## config.mk

```make
export PLATFORM = sky130hd
export DESIGN_NAME = run_controller
export DESIGN_NICKNAME = d
export VERILOG_FILES = /design/src/rtl/run_controller.sv
export SDC_FILE = /design/constraint.sdc
export NUM_CORES = 1
export LEC_CHECK = 0
export CORE_ASPECT_RATIO = 0.9
export CORE_MARGIN = 2
export CORE_UTILIZATION = 53
export DETAILED_ROUTE_END_ITERATION = 10
export PLACE_DENSITY = 0.91
export SKIP_CTS_REPAIR_TIMING = 1
export SLEW_MARGIN = 40
export SYNTH_ARGS = -nofsm -noshare
export SYNTH_HDL_FRONTEND = slang
export SYNTH_SLANG_ARGS = --single-unit
```

## constraint.sdc

```tcl
create_clock -name clock -period 3.85 [get_ports clock]
set_clock_uncertainty 0.05 [all_clocks]
set_input_delay 0.77 -clock clock [delete_from_list [all_inputs] [get_ports clock]]
set_output_delay 0.77 -clock clock [all_outputs]
set_load 0.005 [all_outputs]
```

## src/rtl/run_controller.sv

```systemverilog
// Test-run controller: sequences CPU reset, bounds the run by a cycle budget,
// waits for the post-halt cache drain and reports counters plus a final status.
module run_controller #(
  parameter int         RESET_CYCLES  = 2,
  parameter int         MAX_CYCLES    = 500,
  parameter int         DRAIN_TIMEOUT = 64,
  parameter int         NUM_EVENTS    = 4,
  parameter int         CNT_W         = 64,
  parameter logic [6:0] HALT_OPCODE   = 7'h7f
) (
  input  logic                        clock,
  input  logic                        reset,
  input  logic                        start,
  input  logic                        wb_valid,
  input  logic [31:0]                 wb_instr,
  input  logic                        drain_done,
  input  logic [NUM_EVENTS-1:0]       event_in,
  output logic                        core_reset,
  output logic                        busy,
  output logic                        done,
  output logic [1:0]                  status,
  output logic [CNT_W-1:0]            cycle_count,
  output logic [CNT_W-1:0]            retired_count,
  output logic [NUM_EVENTS*CNT_W-1:0] event_count
);

  typedef enum logic [2:0] {S_IDLE, S_HOLD, S_RUN, S_DRAIN, S_DONE} state_e;

  localparam logic [1:0] ST_NONE     = 2'd0;
  localparam logic [1:0] ST_HALTED   = 2'd1;
  localparam logic [1:0] ST_TIMEOUT  = 2'd2;
  localparam logic [1:0] ST_DRAIN_TO = 2'd3;

  localparam int HOLD_W  = (RESET_CYCLES  < 2) ? 1 : $clog2(RESET_CYCLES);
  localparam int DRAIN_W = $clog2(DRAIN_TIMEOUT + 1);

  localparam logic [HOLD_W-1:0]  HOLD_LAST = HOLD_W'(RESET_CYCLES - 1);
  localparam logic [DRAIN_W-1:0] DRAIN_LIM = DRAIN_W'(DRAIN_TIMEOUT);
  localparam logic [CNT_W-1:0]   MAX_C     = CNT_W'(MAX_CYCLES);

  function automatic logic [CNT_W-1:0] sat_inc(input logic [CNT_W-1:0] v);
    return (&v) ? v : v + CNT_W'(1);
  endfunction

  state_e             state_q;
  logic [HOLD_W-1:0]  hold_cnt_q;
  logic [DRAIN_W-1:0] drain_cnt_q;
  logic [CNT_W-1:0]   cycle_q;
  logic [CNT_W-1:0]   retired_q;
  logic [1:0]         status_q;
  logic               core_reset_q;
  logic               busy_q;
  logic               done_q;

  logic [CNT_W-1:0]   cycle_d;
  logic [DRAIN_W-1:0] drain_cnt_d;
  logic               halt_seen;
  logic               start_ok;
  logic               counting;

  assign cycle_d     = sat_inc(cycle_q);
  assign drain_cnt_d = drain_cnt_q + DRAIN_W'(1);
  assign halt_seen   = wb_valid && (wb_instr[6:0] == HALT_OPCODE);
  assign start_ok    = start && ((state_q == S_IDLE) || (state_q == S_DONE));
  assign counting    = (state_q == S_RUN) || (state_q == S_DRAIN);

  always_ff @(posedge clock or negedge reset) begin
    if (!reset) begin
      state_q      <= S_IDLE;
      hold_cnt_q   <= '0;
      drain_cnt_q  <= '0;
      cycle_q      <= '0;
      retired_q    <= '0;
      status_q     <= ST_NONE;
      core_reset_q <= 1'b1;
      busy_q       <= 1'b0;
      done_q       <= 1'b0;
    end else begin
      case (state_q)
        S_IDLE, S_DONE: begin
          if (start_ok) begin
            state_q      <= S_HOLD;
            hold_cnt_q   <= '0;
            cycle_q      <= '0;
            retired_q    <= '0;
            status_q     <= ST_NONE;
            core_reset_q <= 1'b1;
            busy_q       <= 1'b1;
            done_q       <= 1'b0;
          end
        end
        S_HOLD: begin
          if (hold_cnt_q == HOLD_LAST) begin
            state_q      <= S_RUN;
            core_reset_q <= 1'b0;
          end else begin
            hold_cnt_q <= hold_cnt_q + HOLD_W'(1);
          end
        end
        S_RUN: begin
          cycle_q <= cycle_d;
          if (wb_valid) retired_q <= sat_inc(retired_q);
          // A halt on the budget's last cycle still drains rather than timing out.
          if (halt_seen) begin
            state_q     <= S_DRAIN;
            drain_cnt_q <= '0;
          end else if (cycle_d == MAX_C) begin
            state_q  <= S_DONE;
            status_q <= ST_TIMEOUT;
            busy_q   <= 1'b0;
            done_q   <= 1'b1;
          end
        end
        S_DRAIN: begin
          cycle_q     <= cycle_d;
          drain_cnt_q <= drain_cnt_d;
          if (drain_done || (drain_cnt_d == DRAIN_LIM)) begin
            state_q  <= S_DONE;
            status_q <= drain_done ? ST_HALTED : ST_DRAIN_TO;
            busy_q   <= 1'b0;
            done_q   <= 1'b1;
          end
        end
        default: state_q <= S_IDLE;
      endcase
    end
  end

  generate
    for (genvar gi = 0; gi < NUM_EVENTS; gi++) begin : g_evt
      logic [CNT_W-1:0] evt_q;
      always_ff @(posedge clock or negedge reset) begin
        if (!reset) begin
          evt_q <= '0;
        end else if (start_ok) begin
          evt_q <= '0;
        end else if (counting && event_in[gi]) begin
          evt_q <= sat_inc(evt_q);
        end
      end
      assign event_count[gi*CNT_W +: CNT_W] = evt_q;
    end
  endgenerate

  assign core_reset    = core_reset_q;
  assign busy          = busy_q;
  assign done          = done_q;
  assign status        = status_q;
  assign cycle_count   = cycle_q;
  assign retired_count = retired_q;

endmodule

```

======== Word level (Yosys, flattened, before mapping) ========
Index checks and enable logic that the tools add are counted.
cells by class
  $add $sub $neg .......................... 8
  equal/unequal tests ..................... 20
  mux-type cells .......................... 46
  reduce and logical (&&, ||, !) cells .... 38
operators by type and width
  operator                 number
  $mux W64                 16
  $add A64 B1 Y64 const B  6
  $reduce_and A64 Y1       6
  $pmux W64 S2             2
  $eq A64 B9 Y1 const B    1
  $ne A2 B2 Y1 const B     10
  $reduce_bool A2 Y1       8
  $mux W3                  5
  $eq A7 B7 Y1 const B     2
  $pmux W7 S2              1
  $reduce_and A2 Y1        7
  $pmux W3 S4              1
  $mux W1                  10
  $mux W2                  5
  $reduce_and A4 Y1        2
  $add A7 B1 Y7 const B    1
  $mux W7                  1
  $eq A3 B2 Y1 const B     2
  $logic_and A1 B1 Y1      6
  $pmux W1 S3              2
  $pmux W2 S3              1
  $reduce_and A5 Y1        1
  $ne A2 B1 Y1 const B     2
  $pmux W1 S2              2
  other kinds (9)          12
storage, ports and cells
  register bits after elaboration ......... 400
  input port bits ......................... 41

======== Logic depth before layout (Yosys ltp) ========
Gate-level depths: netlist of the first run.
  depth after elaboration ................. 6
  gate-level depth with buffers ........... 14

======== Least setup slack after synthesis of the first run ========
No wires, ideal clock.
  path type ............................... flip-flop to flip-flop
  start ................................... register cycle_q[17] (netlist: cycle_count[17])
  end ..................................... register status_q[0] (netlist: status[0])
  setup time .............................. 0.131 ns
  arrival ................................. 3.341 ns
  data required time ...................... 3.669 ns
  slack ................................... 0.328 ns
  cell stages (with the launch flop) ...... 12
  buffers on the path ..................... 1
  clock period less this slack ............ 3.522 ns
  cell sequence ........................... dfrtp_1 > clkbuf_1 > nand2_1 > or4_1 > or3_1 > a311oi_2 > xor2_1 > or4_4 > a2111oi_4 > nand4_2 > nor2_2 > o211ai_1
between the ends
  cells in the longest elaborated chain, start to end .. 5
  elaborated cells between the ends (all ways) .. 6
  those cells by class .................... add/sub (1); eq/ne (2); mux (1); reduce/logical (2)
RTL lines
  item                                                          line  RTL
  start: declaration                                            48    logic [CNT_W-1:0] cycle_q;
  start signal: assignment                                      101   cycle_q <= cycle_d;
  start signal: assignment                                      115   cycle_q <= cycle_d;
  $add A64 B1 Y64 / $reduce_and A64 Y1 (equally long branches)  42    return (&v) ? v : v + CNT_W'(1);
  $mux W64 (*)                                                  42
  $eq A64 B9 Y1 (*)                                             107   end else if (cycle_d == MAX_C) begin
  $ne A2 B1 Y1 (no source line) (*)                             n/a
  $reduce_and A5 Y1 (no source line) (*)                        n/a
  end signal: assignment                                        119   status_q <= drain_done ? ST_HALTED : ST_DRAIN_TO;
  end: declaration                                              50    logic [1:0] status_q;
Mark *: on every way between the ends. The rest lies on a longest branch, timed or not.
A chain may end at the register's enable or synchronous reset.

======== Worst setup path after layout of the first run ========
  start ................................... register cycle_q[0] (netlist: cycle_count[0])
  end ..................................... register done_q (netlist: done)
between the ends
  cells in the longest elaborated chain, start to end .. 5
  elaborated cells between the ends (all ways) .. 6
  those cells by class .................... add/sub (1); eq/ne (2); mux (1); reduce/logical (2)
RTL lines
  item                                                          line  RTL
  $add A64 B1 Y64 / $reduce_and A64 Y1 (equally long branches)  42
  $mux W64 (*)                                                  42
  $eq A64 B9 Y1 (*)                                             107
  $ne A2 B1 Y1 (no source line) (*)                             n/a
  $reduce_and A5 Y1 (no source line) (*)                        n/a
  end signal: assignment                                        77    done_q <= 1'b0;
  end signal: assignment                                        111   done_q <= 1'b1;
  end signal: assignment                                        121   done_q <= 1'b1;
  end: declaration                                              53    logic done_q;
Marks and branches as above.

==> impl_metrics.tcl, run 1 <==
set metrics [dict create \
    globalplace.congestion 0.986 \
    p_sw_mw 3.46 \
    comb_power_share 0.192 \
    end_kind "flop" \
    clk_latency_ps 570 \
    grt_overflow 0 \
    drc_errors 0 \
    portBuffers 404 \
    leakage_nw 11.7 \
    worst_pin_slew_ps 839 \
    vdd_drop_max_v 0.000396 \
    max-slew-margin-rel 0.441 \
    worstReg2RegStart "cycle_count[0]" \
    routed_wl_um 74100 \
    post-route-worst-setup-slack_ps 192 \
    placed_cell_area_sq_mm 0.0274 \
    rsz0062_at_grt "no" \
    seq_power_share 0.410 \
    yosys.area.top_type "dfrtp_1" \
    clk_pin_slew_ps 70 \
    clockBufferDepth 3 \
    power_density_mw_per_mm2 384 \
    design_area_sq_mm 0.0290 \
    die_w_um 220 \
    clockPowerShare 0.398 \
    cp-start-kind "flop" \
    nFillCells 2959 \
    netlist_area_sq_mm 0.0222 \
    place_ws_ps -69.6 \
    timing.fmax_ghz 0.273 \
    finalCriticalPeriod_ps 3660 \
    synth_edf_count 0 \
    hold_viol_final 0 \
    worstPathRequired_ps 4310 \
    worst-endpoint-arrival_ps 4110 \
    synth_flop_cell "dfrtp_1" \
    synth.area.top_cells "dfrtp_1, xor2_1, nor2_1, xnor2_1, nand3_1" \
    setup_viol 0 \
    htreeDepth 2 \
    sw_frac_of_total 0.311 \
    post_drt_wl_per_cell_um 20.8 \
    synth_cells 2528 \
    synth_nets 2576 \
    start_util 0.534 \
    multi_input_area_sq_mm 0.0116 \
    io_pins 430 \
    period_share 0.950 \
    ys_async_sr_fraction 1.00 \
    root_buffer "clkbuf_16" \
    clock_sinks 400 \
    p_int_mw 7.66 \
    area_growth_syn_to_layout_pct 30.7 \
    dieArea_sq_mm 0.0435 \
    synth.avg_cell_area_sq_um 8.78 \
    dp_hpwl_um 51700 \
    hold_class "input pin to asynchronous set/reset pin" \
    vias 22232 \
    postRouteAntennaNets 0 \
    crit_path_start "cycle_count[0]" \
    grt_antenna_before_repair 2 \
    cap_violations 0 \
    coreArea_sq_mm 0.0416 \
    rows 71 \
    cp_max_fo 11 \
    slew_violations 0 \
    first_pass_iters 6 \
    grt_max_degree 170 \
    drive_gt1_frac 0.0844 \
    path_class "flop to flop" \
    final-seq-area_sq_mm 0.0100 \
    whs_ps 23.7 \
    outcome "finished clean" \
    cts_tree "yes" \
    synth_top_cell_area_share 0.450 \
    ff2ff_path_depth 15 \
    grt_pass1_wl_um 117000 \
    nNetsFinal 3024 \
    ys.warnings.count 0 \
    cts_buffers 43 \
    grt_pass1_vias 21577 \
    die_h_um 198 \
    gr-usage-all-layers 0.336 \
    seq_area_frac_synth 0.451 \
    drtIter0Drc 2492 \
    ys_types 89 \
    fin_util 0.698 \
    vias_per_cell 6.25 \
    yosys_register_bits 400 \
]
Yosys cell counts, drive strengths merged, types with 5 or more instances:
cell type / number
a2111oi: 7
a21oi: 84
a311oi: 7
a31oi: 26
and2: 30
and3: 68
and4: 50
buf: 30
clkbuf: 79
dfrtp: 399
ha: 7
inv: 58
mux2i: 6
nand2: 234
nand2b: 5
nand3: 189
nand4: 113
nor2: 384
nor2b: 7
nor3: 68
nor3b: 5
nor4: 52
o21ai: 156
o31ai: 23
o41ai: 5
or2: 15
or3: 62
or4: 14
xnor2: 122
xor2: 166
per-layer routing:
| layer | track usage | part of all wire | up-vias |
|---|---|---|---|
| met5 | 0 | 0 | - |
| met4 | 0.143 | 0.046 | 0 |
| met3 | 0.0724 | 0.096 | 237 |
| met2 | 0.542 | 0.47 | 1296 |
| met1 | 0.437 | 0.39 | 10856 |
| li1 | - | - | 9843 |
final timing paths:
| check | slack (ps) | endpoint |
|---|---|---|
| max in group asynchronous | 2680 | g_evt[2].evt_q[31] |
| worst min register to register | 450 | core_reset |
| worst max register to register | 190 | done |
| worst min-delay path | 20 | g_evt[3].evt_q[53] |
| min in group clock | 450 | core_reset |
| worst max-delay path | 190 | done |
power groups by stage:
| stage | sequential, mW | clock, mW | combinational, mW |
|---|---|---|---|
| after floorplan | 4.57 | 0 | 1.20 |
| after global placement | 4.61 | 0 | 2.01 |
| after detailed placement | 4.62 | 0 | 2.08 |
| after CTS | 4.55 | 4.47 | 2.10 |
| after global routing | 4.58 | 4.65 | 2.33 |
| final | 4.56 | 4.43 | 2.13 |
layout by cell type, fill, tap and decap left out, types with 98 or more instances in the layout:
cell	instances
clkdlybuf4s50_1	403
dfrtp_1	394
nor2_1	382
nand2_1	234
nand3_1	183
xor2_1	166
o21ai_0	154
xnor2_1	122
nand4_1	109
buf_4	98
critical path, cell delays in order, from the launching register on:
cell	delay, ps
dfrtp_1	350
ha_1	180
nand3_1	150
nor4_2	380
buf_12	190
nand2_1	80
buf_4	170
o311ai_1	350
buf_4	190
xor2_1	220
nand3_1	160
a2111oi_1	420
buf_4	210
nand4_1	120
o21ai_2	220
nand3b_1	140
area by class of cell:
| class | count | area share |
|---|---|---|
| antenna | 1 | 0.0000863 |
| clock buffer | 61 | 0.0436 |
| clock inverter | 19 | 0.00863 |
| inverter | 58 | 0.00751 |
| multi-input combinational | 1961 | 0.399 |
| sequential | 400 | 0.345 |
| tap | 547 | 0.0236 |
| timing repair buffer | 512 | 0.172 |
state kept, by name (all words and copies together) (netlist names):
signal,count
status,2
busy,1
core_reset,1
retired_count,64
state_q,3
hold_cnt_q,1
g_evt.evt_q,256
drain_cnt_q,7
cycle_count,64
done,1
logic make-up (layout without fill, tap and decap cells):
logic type	count (synthesis)	after routing	synth area share
simple gates	1311	1311	0.302
fa+ha+maj	7	7	0.00395
compound gates	348	348	0.0948
mux	7	7	0.00321
buf+inv	167	650	0.0312
xor+xnor	288	288	0.114
flops	400	400	0.451
other cells	0	1	0
metrics by stage:
| step | power (mW) | TNS (ps) | instances |
|---|---|---|---|
| after floorplan | 5.77 | 0 | 2528 |
| after global placement | 6.62 | 0 | 3477 |
| after detailed placement | 6.70 | -307 | 3477 |
| after CTS | 11.1 | 0 | 3557 |
| after global routing | 11.6 | 0 | 3558 |
| final | 11.1 | 0 | 3559 |
(Power assumes the default switching activity.)
==> run 2, diff against run 1 <==
ABC_CLOCK_PERIOD_IN_PS = 3850   (was default)
==> results of run 2 <==
The final DEF is identical to that of run 1; final timing and power are the same.
